File: config.mk
export PLATFORM = sky130hd
export DESIGN_NAME = adder_chain_sched_flat
export DESIGN_NICKNAME = d
export VERILOG_FILES = /design/src/rtl/adder_chain_sched_if.sv /design/src/rtl/adder_chain_sched.sv /design/src/flat_wrapper.sv
export SDC_FILE = /design/constraint.sdc
export NUM_CORES = 1
export LEC_CHECK = 0
export CAP_MARGIN = 20
export CORE_MARGIN = 2
export CORE_UTILIZATION = 45
export CTS_CLUSTER_SIZE = 12
export DETAILED_ROUTE_END_ITERATION = 10
export HOLD_SLACK_MARGIN = 0.05
export PLACE_DENSITY = 0.78
export SLEW_MARGIN = 20
export SYNTH_ARGS = -nofsm -noshare
export SYNTH_HDL_FRONTEND = slang
export SYNTH_SLANG_ARGS = --single-unit
export TNS_END_PERCENT = 1
File: constraint.sdc
create_clock -name clk -period 2.4 [get_ports clk]
set_input_delay 0.24 -clock clk [delete_from_list [all_inputs] [get_ports clk]]
set_output_delay 0.24 -clock clk [all_outputs]
set_load 0.02 [all_outputs]
File: src/rtl/adder_chain_sched_if.sv
// rtl/adder_chain_sched_if.sv - requester, chain and response signals of the adder chain scheduler
interface adder_chain_sched_if #(
  parameter int MIN_WIDTH = 8,
  parameter int ADDER_NUM = 4,
  parameter int REQ_NUM   = 4,
  parameter int ID_W      = $clog2(REQ_NUM)
);
  logic [REQ_NUM-1:0]                     req_valid;
  logic [REQ_NUM*MIN_WIDTH*ADDER_NUM-1:0] req_data;
  logic [REQ_NUM-1:0]                     req_ready;
  logic [MIN_WIDTH*ADDER_NUM-1:0]         chain_din;
  logic [MIN_WIDTH+ADDER_NUM-1:0]         chain_dout;
  logic                                   rsp_valid;
  logic                                   rsp_ready;
  logic [ID_W-1:0]                        rsp_id;
  logic [MIN_WIDTH+ADDER_NUM-1:0]         rsp_data;

  modport master (
    output req_valid, req_data, chain_dout, rsp_ready,
    input  req_ready, chain_din, rsp_valid, rsp_id, rsp_data
  );

  modport slave (
    input  req_valid, req_data, chain_dout, rsp_ready,
    output req_ready, chain_din, rsp_valid, rsp_id, rsp_data
  );
endinterface

File: src/rtl/adder_chain_sched.sv
// rtl/adder_chain_sched.sv - round-robin scheduler feeding a shared pipelined adder chain
module adder_chain_sched #(
  parameter int MIN_WIDTH = 8,
  parameter int ADDER_NUM = 4,
  parameter int REQ_NUM   = 4,
  parameter int RSP_DEPTH = 8,
  parameter int ID_W      = $clog2(REQ_NUM)
) (
  input logic               clk,
  input logic               rst,
  adder_chain_sched_if.slave bus
);
  localparam int VEC_W = MIN_WIDTH * ADDER_NUM;
  localparam int SUM_W = MIN_WIDTH + ADDER_NUM;
  localparam int PTR_W = $clog2(RSP_DEPTH);
  localparam int CNT_W = $clog2(RSP_DEPTH + 1);

  logic [ID_W-1:0]  ptr;
  logic [ID_W-1:0]  gnt_id;
  logic [ID_W-1:0]  cand;
  logic             gnt_found;
  logic             credit_ok;
  logic             issue;
  logic             push;
  logic             pop;
  logic [CNT_W-1:0] outstanding;
  logic [CNT_W-1:0] fifo_count;
  logic [VEC_W-1:0] issued_vec;
  logic             tag_v  [ADDER_NUM];
  logic [ID_W-1:0]  tag_id [ADDER_NUM];
  logic [SUM_W-1:0] data_mem [RSP_DEPTH];
  logic [ID_W-1:0]  id_mem   [RSP_DEPTH];
  logic [PTR_W-1:0] wr_ptr;
  logic [PTR_W-1:0] rd_ptr;

  always_comb begin
    gnt_found = 1'b0;
    gnt_id    = '0;
    cand      = '0;
    for (int k = 0; k < REQ_NUM; k++) begin
      cand = ID_W'((int'(ptr) + k) % REQ_NUM);
      if (!gnt_found && bus.req_valid[cand]) begin
        gnt_found = 1'b1;
        gnt_id    = cand;
      end
    end
  end

  // credit counts every issue until its response is popped, so a push can never hit a full FIFO
  assign credit_ok     = (outstanding < CNT_W'(RSP_DEPTH));
  assign issue         = gnt_found && credit_ok && !rst;
  assign bus.req_ready = issue ? (REQ_NUM'(1) << gnt_id) : '0;
  assign issued_vec    = issue ? bus.req_data[int'(gnt_id)*VEC_W +: VEC_W] : '0;

  always_ff @(posedge clk) begin
    if (rst) begin
      ptr <= '0;
    end else if (issue) begin
      ptr <= (int'(gnt_id) == REQ_NUM - 1) ? '0 : gnt_id + 1'b1;
    end
  end

  always_ff @(posedge clk) begin
    if (rst) begin
      outstanding <= '0;
    end else begin
      case ({issue, pop})
        2'b10:   outstanding <= outstanding + CNT_W'(1);
        2'b01:   outstanding <= outstanding - CNT_W'(1);
        default: outstanding <= outstanding;
      endcase
    end
  end

  assign bus.chain_din[MIN_WIDTH-1:0] = issued_vec[MIN_WIDTH-1:0];

  // slice i reaches chain layer i exactly when the partial sum of the same issue does
  for (genvar i = 1; i < ADDER_NUM; i++) begin : g_skew
    logic [MIN_WIDTH-1:0] sr [i];
    always_ff @(posedge clk) begin
      if (rst) begin
        for (int j = 0; j < i; j++) sr[j] <= '0;
      end else begin
        sr[0] <= issued_vec[i*MIN_WIDTH +: MIN_WIDTH];
        for (int j = 1; j < i; j++) sr[j] <= sr[j-1];
      end
    end
    assign bus.chain_din[i*MIN_WIDTH +: MIN_WIDTH] = sr[i-1];
  end

  always_ff @(posedge clk) begin
    if (rst) begin
      for (int k = 0; k < ADDER_NUM; k++) begin
        tag_v[k]  <= 1'b0;
        tag_id[k] <= '0;
      end
    end else begin
      tag_v[0]  <= issue;
      tag_id[0] <= issue ? gnt_id : '0;
      for (int k = 1; k < ADDER_NUM; k++) begin
        tag_v[k]  <= tag_v[k-1];
        tag_id[k] <= tag_id[k-1];
      end
    end
  end

  assign push = tag_v[ADDER_NUM-1];
  assign pop  = bus.rsp_valid && bus.rsp_ready;

  always_ff @(posedge clk) begin
    if (push) begin
      data_mem[wr_ptr] <= bus.chain_dout;
      id_mem[wr_ptr]   <= tag_id[ADDER_NUM-1];
    end
  end

  always_ff @(posedge clk) begin
    if (rst) begin
      wr_ptr     <= '0;
      rd_ptr     <= '0;
      fifo_count <= '0;
    end else begin
      if (push) wr_ptr <= wr_ptr + 1'b1;
      if (pop)  rd_ptr <= rd_ptr + 1'b1;
      case ({push, pop})
        2'b10:   fifo_count <= fifo_count + CNT_W'(1);
        2'b01:   fifo_count <= fifo_count - CNT_W'(1);
        default: fifo_count <= fifo_count;
      endcase
    end
  end

  assign bus.rsp_valid = (fifo_count != '0);
  assign bus.rsp_id    = bus.rsp_valid ? id_mem[rd_ptr]   : '0;
  assign bus.rsp_data  = bus.rsp_valid ? data_mem[rd_ptr] : '0;
endmodule

File: src/flat_wrapper.sv
// flat-port wrapper written by rule: the top's interface ports become plain ports
module adder_chain_sched_flat 
#(
  parameter int MIN_WIDTH = 8,
  parameter int ADDER_NUM = 4,
  parameter int REQ_NUM   = 4,
  parameter int RSP_DEPTH = 8,
  parameter int ID_W      = $clog2(REQ_NUM)
)
  (clk, rst, bus_req_valid, bus_req_data, bus_chain_dout, bus_rsp_ready, bus_req_ready, bus_chain_din, bus_rsp_valid, bus_rsp_id, bus_rsp_data);
  adder_chain_sched_if #(.MIN_WIDTH(MIN_WIDTH), .ADDER_NUM(ADDER_NUM), .REQ_NUM(REQ_NUM), .ID_W(ID_W)) bus_i ();
  input logic clk;
  input logic rst;
  input wire logic [$bits(bus_i.req_valid)-1:0] bus_req_valid;
  input wire logic [$bits(bus_i.req_data)-1:0] bus_req_data;
  input wire logic [$bits(bus_i.chain_dout)-1:0] bus_chain_dout;
  input wire logic [$bits(bus_i.rsp_ready)-1:0] bus_rsp_ready;
  output wire logic [$bits(bus_i.req_ready)-1:0] bus_req_ready;
  output wire logic [$bits(bus_i.chain_din)-1:0] bus_chain_din;
  output wire logic [$bits(bus_i.rsp_valid)-1:0] bus_rsp_valid;
  output wire logic [$bits(bus_i.rsp_id)-1:0] bus_rsp_id;
  output wire logic [$bits(bus_i.rsp_data)-1:0] bus_rsp_data;
  assign bus_i.req_valid = bus_req_valid;
  assign bus_i.req_data = bus_req_data;
  assign bus_i.chain_dout = bus_chain_dout;
  assign bus_i.rsp_ready = bus_rsp_ready;
  assign bus_req_ready = bus_i.req_ready;
  assign bus_chain_din = bus_i.chain_din;
  assign bus_rsp_valid = bus_i.rsp_valid;
  assign bus_rsp_id = bus_i.rsp_id;
  assign bus_rsp_data = bus_i.rsp_data;
  adder_chain_sched #(.MIN_WIDTH(MIN_WIDTH), .ADDER_NUM(ADDER_NUM), .REQ_NUM(REQ_NUM), .RSP_DEPTH(RSP_DEPTH), .ID_W(ID_W)) u_core (.clk(clk), .rst(rst), .bus(bus_i));
endmodule
==> run_results.csv <==
group,metric,value,unit
run_status,status,"complete, no violations",
timing,slew_headroom,50.42,%
routing,drt-initial-drc-count,175,
cts,clk_latency,0.42,ns
final_layout,drive_gt1_share,16.49,%
timing,tightest_slew,0.7437,ns
cts,clk_path_buf_depth,2,
place,dp_hpwl,13250,um
min_path,hold_class,"in -> reg",
floorplan,io_pins,198,
setup_path,timing.rr.end,"u_core.fifo_count[3]",
cts,clk_pin_slew,0.06,ns
setup_path,rrSetupSlack,0.12,ns
timing,hold_violations,0,
routing,ant_nets,0,
setup_path,cp.arrival,2.11,ns
global_route,track_usage,20.54,%
setup_path,critPathKind,"reg -> out",
cts,postCtsSetupBuffers,0,
logic_synthesis,ys_ff_latch,191,
setup_path,critPathMaxStageDelay,0.51,ns
timing,hold-worst-slack,0.3306,ns
logic_synthesis,postSynthCellCount,537,
setup_path,critPathBufInv,2,
logic_synthesis,avgSynthCellArea,14.86,sq um
power_and_ir_drop,pwr-share-clk,29.2,%
place,place_inst,944,
routing,route.vias.total,5099,
power_and_ir_drop,p_leak,4.054,nW
timing,rsz0062_at_grt,"true",
cts,cts-root-buf,"clkbuf_16",
routing,vias_per_cell,5.219,
power_and_ir_drop,p_int,6.557,mW
floorplan,die_w,137.1,um
final_layout,syn_to_final_growth,35.12,%
floorplan,rows,48,
logic_synthesis,yosysTopAreaCellShare,42.16,%
timing,fin_crit,2.353,ns
min_path,whs_endpoint,"u_core.tag_v[0]",
floorplan,die_h,137.1,um
floorplan,start_util,46.12,%
logic_synthesis,synthFlopType,"edfxtp_1",
timing,max_freq,424.9,MHz
global_route,grt_pass1_vias,5417,
final_layout,nNetsFinal,900,
logic_synthesis,yosys_warnings,0,
final_layout,n_antenna_cell,0,
setup_path,critPathRequiredTime,2.16,ns
setup_path,start_kind,"flip-flop",
power_and_ir_drop,power.ir.vdd_worst,0.0005040,V
logic_synthesis,synth_edf_count,112,
setup_path,setup.worst_path.end_class,"primary output",
run,drv_cap,0,
logic_synthesis,async_reset_ff_share,0,%
final_layout,nFillCells,1290,
timing,skew,0.009754,ns
setup_path,rr_worst_depth,10,
place,gp_congestion,0.9432,
logic_synthesis,syn_area,7978,sq um
place,placed_cell_area,10210,sq um
final_layout,instances_no_fill,977,
setup_path,path_cells,"buf_12, mux4_2, mux2i_1, nor2_1, dlygate4sd2_1",
logic_synthesis,ys_seq_area_share,61.98,%
power_and_ir_drop,seqPwrFrac,42.4,%
power_and_ir_drop,switching_share,27.58,%
cts,cts.sinks,191,
min_path,hold_start,"rst",
logic_synthesis,syn_nets,697,
timing,report.final.slew_viol_count,0,
final_layout,fin_area,10780,sq um
global_route,grt_max_degree,51,
cts,cts_tree,"built",
routing,drt-wirelength-per-cell,19.02,um
cts,cts-buffers-inserted,17,
logic_synthesis,synth_top_area_cell,"edfxtp_1",
setup_path,reg2reg_from,"u_core.fifo_count[3]",
routing,dr.pass1.iters,4,
timing,final.period_utilization,98.06,%
setup_path,critPathSlowestCell,"mux4_2",
cts,cts_max_level,4,
timing,finalSetupViolations,0,
timing,setup_ws,0.04655,ns
min_path,hold_depth,3,
power_and_ir_drop,power.switching,2.497,mW
global_route,grt_pass1_wl,28410,um
floorplan,dieArea,18810,sq um
logic_synthesis,synth_area_leaders,"edfxtp_1 42%, dfxtp_1 20%, mux2i_1 10%, mux4_2 7.9%, nor2b_1 2.7%",
floorplan,core,17300,sq um
routing,remaining_drc_errors,0,
global_route,grt_overflow,0,
power_and_ir_drop,p_per_area,839.9,nW/um^2
place,dpl_worst_slack,-0.2750,ns
place,port_buffers,197,
logic_synthesis,ys_types,47,
cts,cts_hold_buf,0,
routing,wirelength,18580,um
setup_path,crit_family,"multiplexers",
power_and_ir_drop,p_comb_share,28.4,%
setup_path,path_max_fanout,14,
global_route,antenna_found_initial,0,
[cell families after synthesis]
group / count (synthesis) / share of synthesized area, %
mux: 109 / 18.07
flops: 191 / 61.98
compound gates: 54 / 4.878
xor+xnor: 11 / 1.208
buf+inv: 56 / 4.564
simple gates: 103 / 7.168
fa+ha+maj: 13 / 2.133
[how the worst max path moves through the flow]
| stage | from | to | slack [ns] | cells after the start |
|---|---|---|---|---|
| floorplan | u_core.fifo_count[3] | u_core.outstanding[2] | 0.0007 | 11 |
| global placement | bus_req_valid[3] | bus_chain_din[1] | -0.15 | 8 |
| detailed placement | bus_req_valid[3] | u_core.outstanding[2] | -0.27 | 12 |
| CTS | flip-flop | bus_rsp_id[0] | -0.03 | 5 |
| global route | flip-flop | bus_rsp_id[1] | -0.07 | 5 |
| finish | flip-flop | bus_rsp_id[1] | 0.05 | 5 |
[worst reg2reg max path: stages (launching register included)]
cell and delay, ns:
dfxtp_1 0.34, nor4_4 0.30, inv_2 0.06, and2_4 0.18
ha_4 0.18, ha_1 0.27, a21o_1 0.20, a21oi_2 0.13
xnor2_1 0.09, or3_1 0.31, a21oi_1 0.14
[per-layer routing]
layer / global-route usage [%] / up-vias / wire [um]
met2: 38.70 / 187 / 10080
met5: 0 / - / 0
li1: - / 2382 / -
met1: 21.07 / 2504 / 6748
met4: 7.617 / 0 / 403
met3: 6.481 / 26 / 1351
[final cells by class]
type / count / area, sq um / area share [%]
Tap cell: 225 / 281.5 / 2.612
Clock buffer: 19 / 432.9 / 4.016
Clock inverter: 12 / 120.1 / 1.114
Inverter: 10 / 38.79 / 0.3598
Multi-Input combinational cell: 290 / 2705 / 25.10
Sequential cell: 191 / 4951 / 45.93
Timing Repair Buffer: 230 / 2250 / 20.87
[power by group through the flow]
| stage | clock, mW | combinational, mW | sequential, mW |
|---|---|---|---|
| after floorplan | 0 | 1.70 | 3.90 |
| after global placement | 0 | 2.53 | 3.88 |
| after detailed placement | 0 | 2.61 | 3.89 |
| after CTS | 2.71 | 2.59 | 3.83 |
| after global routing | 2.85 | 2.76 | 3.86 |
| final | 2.65 | 2.57 | 3.84 |
[synthesized netlist by cell type (3+ instances only)]
| master | count |
|---|---|
| nor2b_1 | 35 |
| clkbuf_1 | 10 |
| o22ai_1 | 29 |
| mux2i_1 | 81 |
| edfxtp_1 | 112 |
| dfxtp_1 | 79 |
| nand2b_1 | 5 |
| nand2_1 | 5 |
| buf_4 | 22 |
| xor2_1 | 7 |
| buf_12 | 3 |
| nor2_1 | 38 |
| a21oi_1 | 9 |
| inv_1 | 7 |
| o21ai_0 | 5 |
| o22ai_2 | 3 |
| mux4_2 | 28 |
| ha_1 | 12 |
| xnor2_1 | 4 |
| buf_2 | 7 |
| and2_1 | 5 |
[layout by cell type (no fill, tap or decap), types with 8 or more instances in the layout]
| cell | n |
|---|---|
| clkdlybuf4s50_1 | 170 |
| edfxtp_1 | 112 |
| mux2i_1 | 79 |
| dfxtp_1 | 76 |
| nor2_1 | 38 |
| nor2b_1 | 35 |
| o22ai_1 | 29 |
| mux4_2 | 28 |
| buf_4 | 27 |
| clkbuf_16 | 18 |
| dlygate4sd2_1 | 12 |
| ha_1 | 11 |
| a21oi_1 | 8 |
[state kept, by name (all words and copies together) (netlist names), named ones only]
signal and cells:
u_core.data_mem 96, u_core.g_skew.sr 48, u_core.id_mem 16, u_core.tag_id 8
u_core.fifo_count 4, u_core.outstanding 4, u_core.tag_v 4, u_core.rd_ptr 3
u_core.wr_ptr 3, u_core.ptr 2
[through the flow]
| stage | total power [mW] | utilization [%] | TNS, ns |
|---|---|---|---|
| after detailed placement | 6.505 | 59.05 | -3.418 |
| after floorplan | 5.601 | - | 0 |
| after CTS | 9.128 | 62.36 | -0.1365 |
| after global placement | 6.411 | 59.05 | -1.651 |
| final | 9.054 | 62.32 | 0 |
| after global routing | 9.467 | 62.32 | -0.1263 |
[timing repair]
item,CTS,global route
cloned,1,1
resized for setup,41,18
pin swaps,0,1
endpoints found under the setup margin,26,24
Note: power is estimated with default switching activity, not from simulation.
